**config.mk**
```make
export PLATFORM = sky130hd
export DESIGN_NAME = pea_ctrl
export DESIGN_NICKNAME = d
export VERILOG_FILES = /design/src/rtl/pea_ctrl.sv
export SDC_FILE = /design/constraint.sdc
export NUM_CORES = 1
export LEC_CHECK = 0
export BUFFER_PORTS_ARGS = -buffer_cell sky130_fd_sc_hd__buf_2
export CORE_AREA = 2 2 344 346
export DETAILED_ROUTE_END_ITERATION = 16
export DIE_AREA = 0 0 346 348
export PLACE_DENSITY = 0.56
export RECOVER_POWER = 50
export SLEW_MARGIN = 10
export SYNTH_ARGS = -nofsm -noshare
export SYNTH_HDL_FRONTEND = slang
export SYNTH_SLANG_ARGS = --single-unit
```
**constraint.sdc**
```tcl
create_clock -name clk_i -period 1.8 [get_ports clk_i]
set_input_delay 0.09 -clock clk_i [delete_from_list [all_inputs] [get_ports clk_i]]
set_output_delay 0.09 -clock clk_i [all_outputs]
set_load 0.03 [all_outputs]
```
**src/rtl/pea_ctrl.sv**
```systemverilog
// pea_ctrl: run-time controller for the MxN PE array with shadow/active config banks.
// Optional perf counters are built only when PEA_CTRL_PERF_EN is defined.
module pea_ctrl #(
    parameter int M            = 4,
    parameter int N            = 4,
    parameter int N_CFG_BITS   = 32,
    parameter int ITER_W       = 16,
    parameter int DRAIN_CYCLES = 3
) (
    input  logic                           clk_i,
    input  logic                           rst_n_i,
    input  logic                           cfg_valid_i,
    output logic                           cfg_ready_o,
    input  logic [N_CFG_BITS-1:0]          cfg_data_i,
    input  logic                           cfg_clear_i,
    output logic                           cfg_full_o,
    input  logic                           start_i,
    input  logic [ITER_W-1:0]              iter_count_i,
    input  logic                           abort_i,
    input  logic                           stall_i,
    output logic [M*N*N_CFG_BITS-1:0]      pe_cfg_o,
    output logic                           pea_en_o,
    output logic                           issue_o,
    output logic                           busy_o,
    output logic                           done_o,
    output logic                           err_o,
    output logic [31:0]                    run_cycles_o,
    output logic [31:0]                    stall_cycles_o
);
    localparam int NW = M * N;
    localparam int CW = (NW > 1) ? $clog2(NW) : 1;

    typedef enum logic [1:0] {IDLE, RUN, DRAIN} state_t;

    state_t                     r_state;
    logic [N_CFG_BITS-1:0]      r_shadow [NW];
    logic [NW*N_CFG_BITS-1:0]   r_active;
    logic [CW-1:0]              r_word_cnt;
    logic                       r_full;
    logic                       r_init;
    logic                       r_done;
    logic                       r_err;
    logic                       r_busy;
    logic [ITER_W-1:0]          r_iter_left;
    logic [3:0]                 r_drain_cnt;
    logic [NW*N_CFG_BITS-1:0]   w_shadow_flat;
    logic                       w_accept;
    logic                       w_commit;
    logic                       w_last_word;

    // r_init holds ready low until the first edge after reset release
    assign cfg_ready_o = r_init && !r_full && !cfg_clear_i;
    assign w_accept    = cfg_valid_i && cfg_ready_o;
    assign w_last_word = r_word_cnt == CW'(NW - 1);
    assign w_commit    = (r_state == IDLE) && start_i && r_full && !abort_i;
    assign cfg_full_o  = r_full;
    assign pe_cfg_o    = r_active;
    assign pea_en_o    = (r_state != IDLE) && !stall_i;
    assign issue_o     = (r_state == RUN) && !stall_i;
    assign busy_o      = r_busy;
    assign done_o      = r_done;
    assign err_o       = r_err;

    // flatten the shadow bank so a commit is a single wide copy, PE0 in LSBs
    always_comb begin
        w_shadow_flat = '0;
        for (int i = 0; i < NW; i++)
            w_shadow_flat[i*N_CFG_BITS +: N_CFG_BITS] = r_shadow[i];
    end

    // shadow bank: accepted words land at the current arrival index
    always_ff @(posedge clk_i or negedge rst_n_i) begin
        if (!rst_n_i) begin
            for (int i = 0; i < NW; i++)
                r_shadow[i] <= '0;
        end else if (w_accept) begin
            r_shadow[r_word_cnt] <= cfg_data_i;
        end
    end

    // word counter and full flag; clear and commit both empty the shadow bank
    always_ff @(posedge clk_i or negedge rst_n_i) begin
        if (!rst_n_i) begin
            r_init     <= 1'b0;
            r_word_cnt <= '0;
            r_full     <= 1'b0;
        end else begin
            r_init <= 1'b1;
            if (cfg_clear_i || w_commit) begin
                r_word_cnt <= '0;
                r_full     <= 1'b0;
            end else if (w_accept) begin
                r_word_cnt <= w_last_word ? '0 : r_word_cnt + CW'(1);
                r_full     <= w_last_word;
            end
        end
    end

    // active bank only changes on a committed start
    always_ff @(posedge clk_i or negedge rst_n_i) begin
        if (!rst_n_i)
            r_active <= '0;
        else if (w_commit)
            r_active <= w_shadow_flat;
    end

    // kernel sequencer: issue phase, drain phase, single-cycle done/err pulses
    always_ff @(posedge clk_i or negedge rst_n_i) begin
        if (!rst_n_i) begin
            r_state     <= IDLE;
            r_iter_left <= '0;
            r_drain_cnt <= '0;
            r_done      <= 1'b0;
            r_err       <= 1'b0;
            r_busy      <= 1'b0;
        end else begin
            r_done <= 1'b0;
            r_err  <= 1'b0;
            if (abort_i) begin
                r_state <= IDLE;
                r_busy  <= 1'b0;
            end else begin
                case (r_state)
                    IDLE: begin
                        if (start_i && r_full) begin
                            r_iter_left <= iter_count_i;
                            if (iter_count_i != '0) begin
                                r_state <= RUN;
                                r_busy  <= 1'b1;
                            end else begin
                                r_done <= 1'b1;
                            end
                        end else if (start_i) begin
                            r_err <= 1'b1;
                        end
                    end
                    RUN: begin
                        if (!stall_i) begin
                            r_iter_left <= r_iter_left - ITER_W'(1);
                            if (r_iter_left == ITER_W'(1)) begin
                                if (DRAIN_CYCLES > 0) begin
                                    r_state     <= DRAIN;
                                    r_drain_cnt <= 4'(DRAIN_CYCLES);
                                end else begin
                                    r_state <= IDLE;
                                    r_busy  <= 1'b0;
                                    r_done  <= 1'b1;
                                end
                            end
                        end
                    end
                    DRAIN: begin
                        if (!stall_i) begin
                            r_drain_cnt <= r_drain_cnt - 4'd1;
                            if (r_drain_cnt == 4'd1) begin
                                r_state <= IDLE;
                                r_busy  <= 1'b0;
                                r_done  <= 1'b1;
                            end
                        end
                    end
                    default: begin
                        r_state <= IDLE;
                        r_busy  <= 1'b0;
                    end
                endcase
            end
        end
    end

`ifdef PEA_CTRL_PERF_EN
    logic [31:0] r_run_cycles;
    logic [31:0] r_stall_cycles;

    // saturating perf counters, cleared on commit, frozen while idle
    always_ff @(posedge clk_i or negedge rst_n_i) begin
        if (!rst_n_i) begin
            r_run_cycles   <= '0;
            r_stall_cycles <= '0;
        end else if (w_commit) begin
            r_run_cycles   <= '0;
            r_stall_cycles <= '0;
        end else if (r_state != IDLE) begin
            r_run_cycles   <= r_run_cycles + {31'd0, ~&r_run_cycles};
            r_stall_cycles <= r_stall_cycles + {31'd0, stall_i && ~&r_stall_cycles};
        end
    end

    assign run_cycles_o   = r_run_cycles;
    assign stall_cycles_o = r_stall_cycles;
`else
    assign run_cycles_o   = '0;
    assign stall_cycles_o = '0;
`endif

endmodule
```
==> key figures <==
Status
  – Outcome: finished, violations left
  – Violated checks: negative setup slack

GRT
  – Number of global-route vias before repair: roughly 28000
  – Global route hottest layer: met2
  – Pin count of the biggest net entering global routing: 58
  – Met1 usage: around 28%
  – First-pass GRT wire length: 182000 um
  – Initial antenna violation count: 20
  – Met3 Resource Use GR: under 10%
  – Overall Global Routing Usage: between 20% and 30%
  – Grt met2 use: about a third
  – Total gr overflow: 0

Clocking
  – # H-tree levels: 3
  – Inserted Clock Buffers: 110
  – Root buffer cell: clkbuf_16
  – Clock sink count: around 1100
  – Clk pin slew, worst setup/hold paths: roughly 0.07 ns
  – CTS Buffer Depth: 3
  – Skew-Pair Late Insertion Delay: slightly below 0.7 ns
  – CTS tree: done

Final layout
  – Area delta synth->final: 25.1%
  – Nets: between 4000 and 5000
  – Non-filler instance count after layout: 5921
  – Commonest non-fill, non-tap cell in the layout: nand2_1
  – Commonest non-fill, non-tap cells in the layout: nand2_1, dfrtp_1, buf_2
  – Share of cells above drive strength 1: ~33%

Route
  – DRC Markers: 0
  – Drt pass-1 iters: 5
  – Vias/cell: around 4.7
  – Drt first-iter violations: approximately 1700
  – Post-route ant nets: 0
  – Wirelength, routed: 127000 um
  – Vias after detailed routing: ~28000
  – DR WL/cell: ~21 um

Run
  – Max cap viols: 0

Floorplan
  – Die Wd: between 300 and 400 um
  – DIE AREA: 120000 um^2
  – Starting density of the core: a little over a third
  – Ports: ~640
  – Core area: 117000 um^2
  – FP Rows: about 130
  – Die Ht: around 350 um

Placement
  – IO Port Bufs: between 500 and 600
  – Routability cong.: just over 0.8
  – HPWL Detailed: ~79000 um
  – Dpl cells: about 5600

STA
  – Fmax: approximately 550 MHz
  – Final setup viols: 9
  – Worst-Margin Slew: about 1.0 ns
  – Setup TNS: -0.0245 ns
  – Setup ws final: -0.00987 ns
  – Max-slew violation count: 0
  – Final Hold Vio Count: 0
  – Min cycle time layout: between 1.5 and 2 ns
  – Fin crit share: 101%
  – Slew HR: 32.1%
  – Min Hold Slack: around 0.08 ns
  – Clock Skew: around 0.018 ns
  – RSZ-0062 raised after global routing: true

Setup path
  – Crit path DAT: roughly 2.4 ns
  – Worst Setup End Kind: flip-flop
  – Critical path launch point type: primary input
  – Crit Path Category: in2reg
  – CP max FO: 3
  – Critical Path RT: approximately 2.4 ns

Synthesis
  – Post-synthesis cell count: ~3600
  – Unique masters post-synth: 56
  – Ys async rst share: 100%
  – Warnings, synthesis: 0
  – Flops & latches, synth: approximately 1100
  – Post-synth EDFFs: 0
  – Mapped Area: about 41000 um^2
  – Syn_area_per_cell: about 11 um^2
  – Register area share after synthesis: between 60% and 70%
  – Top FF cell, synth: dfrtp_1

Power and ir drop
  – Power density cells: 973 nW/um^2
  – P_leak: approximately 29 nW
  – Peak supply drop: 0.000760 V

Worst hold path
  – Hold crit path type: in2reg
-- worst max-delay path, stage by stage --
cell	delay, ns
dlygate4sd3_1	0.55
buf_2	0.14
nor4_2	0.33
dlygate4sd3_1	0.60
nand4_1	0.19
o31a_1	0.35
nor3_2	0.16
-- final cells by class --
class,count,area [um^2]
Antenna cell,17,42.5
Inverter,8,30.0
Tap cell,1536,1920
Clock buffer,171,3290
Fill cell,11138,66100
Clock inverter,34,400
Multi-Input combinational cell,2306,13200
Timing Repair Buffer,794,5590
Sequential cell,1055,26400
-- cell usage after synthesis, drive strengths merged (6+ instances only) --
cell type / count / area [um^2]
clkbuf: 105 / 394
nor3: 9 / 50.1
a31oi: 6 / 37.5
ha: 8 / 100
nor2: 20 / 75.1
dfrtp: 1055 / 26400
a21oi: 18 / 90.1
buf: 168 / 1060
mux2: 512 / 5770
nand2: 1565 / 5880
nand3: 12 / 87.6
and2: 6 / 37.5
o21ai: 11 / 55.1
nor4: 10 / 77.6
inv: 8 / 30.0
-- report_power, final --
part / switching, mW / leakage (nW) / internal (mW) / total (mW)
registers: 0.274 / 14.6 / 24.2 / 24.4
logic: 1.40 / 12.6 / 0.581 / 1.98
clock network: 9.64 / 1.81 / 13.5 / 23.1
total: 11.3 / 29.0 / 38.2 / 49.5
-- sequential cells by signal, summed over array words and instances (netlist names), 2 cells and up --
name         count
pe_cfg_o       512
r_drain_cnt      4
r_iter_left     16
r_shadow       512
r_state          2
r_word_cnt       4
-- cells by family (layout without fill, tap and decap cells) --
group	Yosys count	count (layout)	synth area share [%]
simple gates	1651	1651	15.8
flops	1055	1055	64.9
mux	513	513	14.2
buf+inv	281	1007	3.66
compound gates	66	66	1.06
fa+ha+maj	8	8	0.246
xor+xnor	3	3	0.0646
other cells	2	82	0.0185
-- repair_timing --
item                                    in CTS  in global routing
endpoints found under the hold margin      893                  0
endpoints found under the setup margin     295                656
gates resized for setup                     31                 44
gates cloned                                 2                 21
hold buffers                                25                  0
buffers inserted                             2                 17
pin swaps                                    0                  9
-- metal layers --
| layer | part of all wire, % | vias to the layer above |
|---|---|---|
| met4 | 2.5 | 0 |
| met2 | 47 | 846 |
| met3 | 5.8 | 164 |
| met5 | 0 | - |
| met1 | 44 | 14291 |
| li1 | - | 12797 |
-- through the flow --
| stage | util, % | power, mW | cell area, um^2 | worst slack, ns |
|---|---|---|---|---|
| final | 43.5 | 49.5 | 50900 | -0.00987 |
| after global routing | 43.5 | 51.3 | 50900 | -0.0690 |
| after CTS | 43.0 | 50.1 | 50400 | -0.0310 |
| after detailed placement | 39.5 | 26.9 | 46200 | -0.132 |
| after global placement | 39.5 | 26.9 | 46200 | -0.0811 |
| after floorplan | - | 25.7 | 41000 | -0.120 |
-- path summary, 6_finish.rpt --
check	startpoint	end	slack, ns	depth (start not counted)
worst min register to register	r_shadow[428]	pe_cfg_o[76]	0.46	2
worst max-delay path	iter_count_i[6]	done_o	-0.01	7
min in group asynchronous	rst_n_i	r_shadow[408]	0.57	3
worst min-delay path	cfg_data_i[16]	r_shadow[272]	0.08	2
max in group asynchronous	rst_n_i	pe_cfg_o[345]	0.18	4
worst max register to register	r_word_cnt[0]	r_shadow[140]	-0.01	6
No activity file was read; power rests on OpenSTA's default activity.
